`config.mk`:
```
export PLATFORM = sky130hd
export DESIGN_NAME = gpio_in_cond
export DESIGN_NICKNAME = d
export VERILOG_FILES = /design/src/rtl/gpio_in_cond.sv
export SDC_FILE = /design/constraint.sdc
export NUM_CORES = 1
export LEC_CHECK = 0
export ABC_AREA = 0
export CAP_MARGIN = 20
export CORE_ASPECT_RATIO = 0.8
export CORE_MARGIN = 2
export CORE_UTILIZATION = 63
export CTS_CLUSTER_SIZE = 14
export DETAILED_ROUTE_END_ITERATION = 8
export HOLD_SLACK_MARGIN = 0.12
export PLACE_DENSITY = 0.94
export SLEW_MARGIN = 40
export SYNTH_ARGS = -nofsm -noshare
export SYNTH_HDL_FRONTEND = slang
export SYNTH_SLANG_ARGS = --single-unit
export TNS_END_PERCENT = 20
```
`constraint.sdc`:
```
create_clock -name PCLK -period 5.3 [get_ports PCLK]
set_clock_uncertainty 0.15 [all_clocks]
set_input_delay 1.06 -clock PCLK [delete_from_list [all_inputs] [get_ports PCLK]]
set_output_delay 1.06 -clock PCLK [all_outputs]
set_load 0.03 [all_outputs]
```
`src/rtl/gpio_in_cond.sv`:
```
// GPIO input conditioner: 2-flop sync, per-pin debounce, edge detect,
// pending latch and level IRQ, configured over an APB slave.
module gpio_in_cond #(
    parameter int NPIN  = 16,
    parameter int CNT_W = 8
) (
    input  logic            PCLK,
    input  logic            PRESET,
    input  logic            PSEL,
    input  logic            PENABLE,
    input  logic            PWRITE,
    input  logic [31:0]     PADDR,
    input  logic [31:0]     PWDATA,
    output logic [31:0]     PRDATA,
    input  logic [NPIN-1:0] GPIO_IN,
    output logic [NPIN-1:0] GPIO_DB,
    output logic            IRQ
);

    localparam logic [1:0] A_IRQ_EN = 2'd0;
    localparam logic [1:0] A_EDGE   = 2'd1;
    localparam logic [1:0] A_THR    = 2'd2;
    localparam logic [1:0] A_STATUS = 2'd3;

    logic [NPIN-1:0]  irq_en;
    logic [NPIN-1:0]  rise_en;
    logic [NPIN-1:0]  fall_en;
    logic [CNT_W-1:0] db_thr;
    logic [NPIN-1:0]  pending;
    logic [NPIN-1:0]  sync1;
    logic [NPIN-1:0]  sync2;
    logic [CNT_W-1:0] cnt [NPIN];

    logic [NPIN-1:0] db_hit;
    logic [NPIN-1:0] set_pend;
    logic [NPIN-1:0] clr_pend;
    logic [1:0]      addr;
    logic            wr_en;
    logic            unused_bits;

    assign addr        = PADDR[3:2];
    assign wr_en       = PSEL & PENABLE & PWRITE;
    assign unused_bits = ^{PADDR[31:4], PADDR[1:0], PWDATA};

    // >= so a threshold lowered below a running count fires next cycle
    always_comb begin
        db_hit = '0;
        for (int i = 0; i < NPIN; i++) begin
            db_hit[i] = (sync2[i] != GPIO_DB[i]) && (cnt[i] >= db_thr);
        end
    end

    assign set_pend = (db_hit & sync2 & rise_en)
                    | (db_hit & ~sync2 & fall_en);
    assign clr_pend = (wr_en && addr == A_STATUS)
                    ? PWDATA[NPIN-1:0] : '0;

    always_ff @(posedge PCLK) begin
        if (PRESET) begin
            sync1   <= '0;
            sync2   <= '0;
            GPIO_DB <= '0;
            for (int i = 0; i < NPIN; i++) begin
                cnt[i] <= '0;
            end
        end else begin
            sync1 <= GPIO_IN;
            sync2 <= sync1;
            for (int i = 0; i < NPIN; i++) begin
                if (sync2[i] == GPIO_DB[i]) begin
                    cnt[i] <= '0;
                end else if (db_hit[i]) begin
                    GPIO_DB[i] <= sync2[i];
                    cnt[i]     <= '0;
                end else begin
                    cnt[i] <= cnt[i] + CNT_W'(1);
                end
            end
        end
    end

    always_ff @(posedge PCLK) begin
        if (PRESET) begin
            irq_en  <= '0;
            rise_en <= '0;
            fall_en <= '0;
            db_thr  <= '0;
        end else if (wr_en) begin
            unique case (addr)
                A_IRQ_EN: irq_en <= PWDATA[NPIN-1:0];
                A_EDGE: begin
                    rise_en <= PWDATA[NPIN-1:0];
                    fall_en <= PWDATA[16 +: NPIN];
                end
                A_THR:    db_thr <= PWDATA[CNT_W-1:0];
                default: ;
            endcase
        end
    end

    // set beats a same-edge clear
    always_ff @(posedge PCLK) begin
        if (PRESET) begin
            pending <= '0;
        end else begin
            pending <= (pending & ~clr_pend) | set_pend;
        end
    end

    assign IRQ = |(pending & irq_en);

    always_comb begin
        PRDATA = '0;
        if (PSEL && !PWRITE) begin
            unique case (addr)
                A_IRQ_EN: PRDATA = 32'(irq_en);
                A_EDGE:   PRDATA = {16'(fall_en), 16'(rise_en)};
                A_THR:    PRDATA = 32'(db_thr);
                default:  PRDATA = {16'(GPIO_DB), 16'(pending)};
            endcase
        end
    end

endmodule

```
=== Word level (Yosys, flattened, before mapping) ===
Memories as Yosys holds them, arrays and structs flattened.
Cells that the tools add are included.

* Logic and storage cells: 436
* Memories kept: 1
* RAM bits: 128
* Input port bits: 85
* Register bits after elaboration: 120
* Output and inout bits: 49

{| class="wikitable"
|+ Memories
! memory !! depth !! bits a word !! read ports !! clocked after Yosys merged registers in !! write ports !! line !! source
|-
| cnt || 16 || 8 || 16 || 0 || 16 || 32 || <nowiki>logic [CNT_W-1:0] cnt [NPIN];</nowiki>
|}

* Equal/unequal tests: 35
* Bitwise gates (word level): 76
* Reduce and logical (&&, ||, !) cells: 40
* Magnitude comparators: 16
* Add/subtract/negate cells: 16
* Muxes and demuxes: 229

{| class="wikitable"
|+ Operator list
! operator !! count
|-
| 8-bit 2-to-1 mux || 48
|-
| 1-bit 2-to-1 mux || 178
|-
| 8-bit by 1-bit adder with 8-bit output (second input constant) || 16
|-
| 8-bit >= comparator || 16
|-
| 16-bit AND || 6
|-
| 32-bit case mux with 3 select lines || 1
|-
| 1-bit OR || 48
|-
| 2-bit AND reduction || 19
|-
| 32-bit 2-to-1 mux || 1
|-
| 16-bit inverter || 2
|-
| 16-bit OR || 2
|-
| 1-bit logical AND || 18
|-
| 1-bit equality test || 16
|-
| 16-bit 2-to-1 mux || 1
|-
| 1-bit != test || 16
|-
| 1-bit inverter || 16
|-
| 16-bit OR reduction || 1
|-
| 2-bit equality test (second input constant) || 2
|-
| 1-bit AND || 2
|-
| 2-bit by 1-bit equality test with 1-bit output (second input constant) || 1
|-
| 2-bit zero test || 1
|-
| 1-bit zero test || 1
|}

=== Logic depth before layout (Yosys ltp) ===
Gate-level depths: netlist of run 1.

* Depth in word-level cells: 8
* Gate-level depth with buffers: 8
* Gate-level depth less buffers: 7

=== Worst setup path before layout of run 1 ===
No wires, ideal clock.

* Path kind: input-to-output
* Start: in PADDR[2]
* End: out PRDATA[21]
* Stages on the path: 6
* Arrival: 2.381 ns
* Data required time: 4.090 ns
* Buffers on the path: 3
* Path slack: 1.709 ns
* Cells stage by stage: buf_4 > inv_2 > or2_2 > clkbuf_1 > clkbuf_1 > nor2_1

* Longest elaborated chain between the ends: 3
* Elaborated cells on any way between the ends: 5
* Classes of those cells: eq/ne (2); mux (2); reduce/logical (1)

{| class="wikitable"
|+ RTL lines
! element !! line !! source
|-
| start: declaration || 12 || <nowiki>input logic [31:0] PADDR,</nowiki>
|-
| 2-bit equality test, or another cell as far along || 115 || <nowiki>unique case (addr)</nowiki>
|-
| 32-bit case mux with 3 select lines (*) || 115 ||
|-
| 32-bit 2-to-1 mux (*) || 114 || <nowiki>if (PSEL && !PWRITE) begin</nowiki>
|-
| end: declaration || 14 || <nowiki>output logic [31:0] PRDATA,</nowiki>
|}

Mark *: on every way between the ends. The rest lies on a longest branch, timed or not.

=== Worst setup path after layout of run 1 ===
* Start: in PADDR[2]
* End: out PRDATA[7]

The elaborated chain is that of the path after synthesis.

==> key figures, run 1 <==
Yosys
  – Yosys Warn Count: 0
  – Synth Cell Area: 0.0141 sq mm
  – Mapped Cells: 1469
  – Post-synth top area share: 27.2%
  – Post-Syn Area per Cell: approximately 9.6 sq um
  – Post-synthesis simple-gate area fraction: 21.1%
  – Synth Area in XOR/XNOR: 6.94%
  – Synth Area in Compound Gates: around 7.8%
  – Area leader, netlist: edfxtp_1
  – Post-synthesis register bit count: 248
  – Synth area leaders: edfxtp_1, dfxtp_1, ha_1
  – Sequential share of the synthesized area: 44.2%
  – Synth Area in Adders: about 13%
  – Multiplexer share of the synthesized area: 4.60%
  – Distinct cells, synth: 46
  – Largest family of logic cells by synthesized area: simple AND/OR/NAND/NOR gates

Worst setup path
  – Crit path DAT: 3.39 ns
  – Crit path largest cell delay: around 0.64 ns
  – Slowest CP cell: mux4_2
  – CP Depth: 5
  – Critical Path Sink Type: primary output
  – Worst-path fanout max: 27
  – Worst R2R Start: db_thr[6]$_SDFFE_PP0P_
  – CP most frequent cell: clkdlybuf4s50_1
  – Critical path cell sequence: clkdlybuf4s50_1 > buf_4 > mux4_2 > nor2b_1 > clkdlybuf4s50_1
  – R2r worst-path depth: 7
  – Required @ worst endpoint: 4.09 ns
  – R2r endpoint: cnt[1][26]$_SDFFCE_PP0P_
  – CP Capture Point: PRDATA[7]
  – Crit path launch type: input port
  – Largest delay share family, worst path: buffers and inverters
  – FF-to-FF setup slack: roughly 2.5 ns
  – CP startpoint: PADDR[2]
  – Worst path bufs/invs: 3
  – Critical path class: in2out

Clock network
  – Worst skew pair latency: 0.54 ns
  – Num CTS Buffers: 25
  – Sinks on Clock Net: 248
  – CTS Hold Bufs: 0
  – Clk slew on worst S/H paths: 0.06 ns
  – PostCTS Resize Cnt: 0
  – Clock tree buffer depth: 3
  – Post-CTS setup repair buffer count: 0
  – Clock Tree Root: clkbuf_16
  – TritonCTS clock tree: yes
  – H-tree depth: 1

Route
  – Final Routed Wirelength: between 30 and 40 mm
  – DRC: 1
  – Vias per cell: just under 6
  – Via count of the routed design: 11900
  – 1st-pass router iterations: 7
  – WL/cell: 18.7 um
  – DR iter-0 viols: 1490
  – ANT nets after route: 0

Placement
  – Pre-CTS setup slack: 0.769 ns
  – Placed Instances: about 2000
  – Final Wtd Congestion: between 0.8 and 0.9
  – Hpwl dp: 25.1 mm
  – IO buf count: between 100 and 150

Timing
  – Unrepaired setup endpoints after global routing: no
  – Setup ws final: 0.704 ns
  – Worst-margin pin slew: around 0.74 ns
  – Endpoints failing hold: 0
  – Final Max Slew Viols: 0
  – Fmax: 0.218 GHz
  – Count of final setup violators: 0
  – Final worst-path cycle share: 86.7%
  – Total Neg Setup Slack: 0 ns
  – Max-slew headroom: around 50%
  – Fin crit period: about 4.6 ns

GRT
  – Remaining Overflow, GRT: 0
  – Largest net degree at the start of global routing: 57
  – Vias in the first global route: 12000
  – Total track usage: 32.1%
  – First-pass GRT wire length: roughly 59 mm
  – Initial antenna violation count: 2

Floorplanning
  – Initial Util: between 60 and 70%
  – Die ar.: 0.0237 sq mm
  – Die W: 171 um
  – Row count: 48
  – Area of the core: 0.0218 sq mm
  – Top Ports: approximately 130
  – Die H: 138 um

Finish
  – Most common cell after layout, fill and taps aside: nor2_1
  – Finished Layout Cells: 2016
  – Most frequent cells in the layout: nor2_1, nand2_1, ha_1, edfxtp_1, conb_1
  – N_diodes: 0
  – Final net count: 1928
  – Share of layout cells above drive strength 1: just under 5%
  – Layout area overhead: 18.4%

Run status
  – Failing checks: DRC
  – Status: finished, violations left

Power
  – Max IR drop VDD: 0.180 mV
  – Pwr per Cell Area: 258 mW/mm^2
  – Leak: 6.52 nW

Run
  – Maxcap violations: 0

Worst hold path
  – Min-delay worst type: reg2reg
## per-stage QoR
| stage | instance area (sq um) | utilization [%] | total power, mW | hold slack, ns |
|---|---|---|---|---|
| after floorplan | 14600 | - | 2.42 | 0.264 |
| after global placement | 15900 | 73.1 | 2.54 | 0.269 |
| after detailed placement | 15900 | 73.1 | 2.56 | 0.276 |
| after CTS | 16700 | 76.8 | 4.31 | 0.293 |
| after global routing | 16700 | 76.8 | 4.44 | 0.308 |
| final | 16700 | 76.8 | 4.32 | 0.291 |
## synthesized netlist by cell type (all sizes together)
cell / instances
nor2: 214
nand2: 170
ha: 144
edfxtp: 128
dfxtp: 120
a21oi: 85
nand3: 79
xor2: 70
nor2b: 61
inv: 51
and3: 49
mux2i: 47
xnor2: 42
a31oi: 31
clkbuf: 28
o21ai: 25
nand2b: 16
buf: 13
nand3b: 13
nor3: 12
a211oi: 9
nand4: 9
o31ai: 9
a2bb2oi: 8
mux4: 8
o211ai: 7
a221oi: 4
a22o: 4
a21o: 2
or2: 2
or3: 2
or4: 2
a211o: 1
and2: 1
conb: 1
nand4b: 1
nor3b: 1
## power by group
| group | switching, mW | internal [mW] | total [mW] |
|---|---|---|---|
| sequential | 0.0720 | 2.08 | 2.15 |
| clock | 0.736 | 1.04 | 1.77 |
| combinational | 0.224 | 0.172 | 0.396 |
## layout make-up
| type | instances | area [sq um] |
|---|---|---|
| well taps | 300 | 375 |
| repair buffers | 117 | 1130 |
| clock buffers | 34 | 679 |
| multi-input cells | 1256 | 7990 |
| inverters | 51 | 191 |
| fillers | 1323 | 5060 |
| clock inverters | 10 | 119 |
| flip-flops and latches | 248 | 6250 |
## sequential cells by signal (all words and copies together), names as in the netlist
register  count
cnt         128
rise_en      16
pending      16
GPIO_DB      16
irq_en       16
db_thr        8
sync1        16
fall_en      16
sync2        16
## worst reg2reg max path, delay by kind of cell (launching register included)
kind                       cells  cell delay, ns
buffers and inverters          1            0.46
adders and majority gates      1            0.38
and+or+nand+nor                3            0.98
AOI/OAI and AO/OA              2            0.35
DFF                            1            0.34
## cell families after synthesis
| group | Yosys count |
|---|---|
| buffers and inverters | 92 |
| flip-flops | 248 |
| AO/OA/AOI/OAI | 185 |
| other | 1 |
| AND/OR/NAND/NOR | 632 |
| XOR/XNOR | 112 |
| multiplexers | 55 |
| adder cells (fa/ha/maj) | 144 |
## how the worst min path moves through the flow
stage / startpoint / endpoint / slack [ns] / cells after the start
2_1_floorplan: sync1[0]$_SDFF_PP0_ / sync2[0]$_SDFF_PP0_ / 0.26 / 1
3_3_place_gp: sync1[3]$_SDFF_PP0_ / sync2[3]$_SDFF_PP0_ / 0.27 / 1
3_5_place_dp: sync1[4]$_SDFF_PP0_ / sync2[4]$_SDFF_PP0_ / 0.28 / 1
4_1_cts: sync1[0]$_SDFF_PP0_ / sync2[0]$_SDFF_PP0_ / 0.29 / 1
5_1_grt: sync1[6]$_SDFF_PP0_ / sync2[6]$_SDFF_PP0_ / 0.31 / 1
6_report: sync1[0]$_SDFF_PP0_ / sync2[0]$_SDFF_PP0_ / 0.29 / 1
## routing by layer
metal / vias up / GRT usage (%) / wire, um / part of all wire [%]
met4: 2 / 17.5 / 2150 / 5.7
met5: - / 0 / 12 / 0.032
met1: 5554 / 38.1 / 14200 / 38
li1: 5491 / - / - / -
met3: 183 / 5.79 / 3650 / 9.7
met2: 640 / 55.7 / 17800 / 47
No activity file was read; power rests on OpenSTA's default activity.
==> inputs of run 2 (changes only) <==
--- a/config.mk
+++ b/config.mk
@@ -8,12 +8,13 @@
 export ABC_AREA = 0
 export CAP_MARGIN = 20
 export CORE_ASPECT_RATIO = 0.8
-export CORE_MARGIN = 2
 export CORE_UTILIZATION = 63
 export CTS_CLUSTER_SIZE = 14
 export DETAILED_ROUTE_END_ITERATION = 8
 export HOLD_SLACK_MARGIN = 0.12
 export PLACE_DENSITY = 0.94
+export RECOVER_POWER = 100
+export REMOVE_ABC_BUFFERS = 1
 export SLEW_MARGIN = 40
 export SYNTH_ARGS = -nofsm -noshare
 export SYNTH_HDL_FRONTEND = slang
==> run 2 against run 1 <==
The flow finishes with violations (capacitance limit, slew limit). Sequential power hardly changed. Power hardly changed. Register-to-register slack lost 0.30 ns. Clock-buffer cell count rose by 1. Sequential cell count did not move. Critical path depth is 1 higher. Non-clock buffer count fell by 3. Combinational power decreased by 2%. Highest routed layer unchanged.
==> key figures, run 2 (synthesis results as in run 1) <==
Run status
  – Status: finished, violations left
  – Failing checks: capacitance limit, slew limit

Route
  – DRC: 0
  – 1st-pass router iterations: 8
  – DR iter-0 viols: around 1200
  – Final Routed Wirelength: about 36 mm
  – WL/cell: 18.1 um
  – Via count of the routed design: between 10000 and 15000
  – Vias per cell: 5.87
  – ANT nets after route: 0

Finish
  – Sequential Area: 0.00625 sq mm
  – Final net count: roughly 1900
  – Filler cells: 1375
  – Most common cell after layout, fill and taps aside: nor2_1
  – Share of layout cells above drive strength 1: roughly 4.7%
  – N_diodes: 0
  – Largest Register: cnt
  – Most frequent cells in the layout: nor2_1, nand2_1, ha_1, edfxtp_1, conb_1
  – Layout area overhead: 18.0%
  – Multi-input gate area: 0.00798 sq mm
  – Max FFs per register: 128
  – Fin area: 0.0167 sq mm

Run
  – Maxcap violations: 5

GRT
  – Initial antenna violation count: 1
  – Met2 Track Usage GR: 54.4%
  – GRT met1 Usage: 38.7%
  – Gr busiest metal: met2
  – Grt met3 use: ~6%
  – Largest net degree at the start of global routing: 76
  – Remaining Overflow, GRT: 0
  – Vias in the first global route: 11800
  – First-pass GRT wire length: 58.0 mm
  – Total track usage: 32.0%

Timing
  – Fin crit period: 4.88 ns
  – Worst-margin pin slew: 1.97 ns
  – Endpoints failing hold: 0
  – Unrepaired setup endpoints after global routing: no
  – Final Max Slew Viols: 123
  – Count of final setup violators: 0
  – Fmax: 0.205 GHz
  – Total Neg Setup Slack: 0 ns
  – Final worst-path cycle share: 92.1%
  – Max-slew headroom: -32.2%

Clock network
  – Clock tree buffer depth: 3
  – CTS Hold Bufs: 0
  – Clk slew on worst S/H paths: 0.06 ns
  – Worst skew pair latency: around 0.53 ns
  – PostCTS Resize Cnt: 0
  – Num CTS Buffers: 25
  – Clock Tree Root: clkbuf_16
  – Sinks on Clock Net: 248
  – TritonCTS clock tree: yes
  – Post-CTS setup repair buffer count: 0
  – H-tree depth: 1

Floorplanning
  – Area of the core: 0.0218 sq mm
  – Die H: 136 um
  – Row count: 48
  – Die ar.: roughly 0.023 sq mm
  – Top Ports: 134
  – Initial Util: 64.8%
  – Die W: roughly 170 um

Placement
  – Hpwl dp: around 24 mm
  – IO buf count: 103
  – DP Area: 0.0159 sq mm
  – Final Wtd Congestion: 0.882

Worst setup path
  – Required @ worst endpoint: 4.09 ns
  – Largest delay share family, worst path: buffers and inverters
  – Crit path largest cell delay: between 0.9 and 1 ns
  – Worst-path fanout max: 17
  – Critical path cell sequence: clkdlybuf4s50_1 > nand2b_1 > buf_4 > or2_1 > nor2_1 > dlygate4sd3_1
  – Worst path bufs/invs: 3
  – Crit path DAT: 3.67 ns
  – Critical path class: in2out
  – Slowest CP cell: or2_1
  – Crit path launch type: input port
  – Critical Path Sink Type: primary output

Power
  – Sequential Power Share: between 40% and 50%
  – NetSw: 1.05 mW
  – Combinational share of power: 9.0%
  – Switching Fraction: approximately a quarter
  – Clock share of power: 41.2%
  – Max IR drop VDD: 0.207 mV
  – Pwr Total: about 4.3 mW
  – Pwr per Cell Area: 259 mW/mm^2
  – Cell-internal power: 3.27 mW
  – Leak: ~6.7 nW

Worst hold path
  – Min-delay worst type: reg2reg
[run 2: layout make-up]
class                           instances  area share [%]
Sequential cell                       248            37.4
Timing Repair Buffer                  114            6.45
Multi-Input combinational cell       1256            47.8
Clock inverter                         11           0.495
Tap cell                              300            2.25
Clock buffer                           35            4.41
Inverter                               51            1.15
[run 2: path summary, 6_finish.rpt]
path | startpoint | to | slack [ns] | cells after the start
worst max-delay path | PWRITE | PRDATA[26] | 0.42 | 6
worst min-delay path | sync1[11]$_SDFF_PP0_ | sync2[11]$_SDFF_PP0_ | 0.29 | 1
worst max register to register | db_thr[4]$_SDFFE_PP0P_ | cnt[1][38]$_SDFFCE_PP0P_ | 2.20 | 7
worst min register to register | sync1[11]$_SDFF_PP0_ | sync2[11]$_SDFF_PP0_ | 0.29 | 1
[run 2: power groups by stage]
stage	logic, mW	registers (mW)	clock network, mW
5_1_grt	0.432	2.16	1.85
3_5_place_dp	0.375	2.19	0
4_1_cts	0.385	2.15	1.79
3_3_place_gp	0.353	2.18	0
6_report	0.389	2.15	1.78
2_1_floorplan	0.222	2.17	0
[run 2: layer usage]
layer / vias up / part of all wire, %
met2: 632 / 47
met1: 5527 / 38
met5: - / 0.022
met4: 2 / 5.4
li1: 5487 / -
met3: 175 / 9.4
[run 2: metrics by stage]
step	utilization (%)	hold WS [ns]	std cells	setup WS, ns
after floorplan	-	0.264	1555	1.79
after global placement	73.0	0.269	1968	0.846
after detailed placement	73.1	0.270	1969	0.811
after CTS	76.8	0.284	2015	0.812
after global routing	76.5	0.302	2015	0.384
final	76.5	0.288	2015	0.419
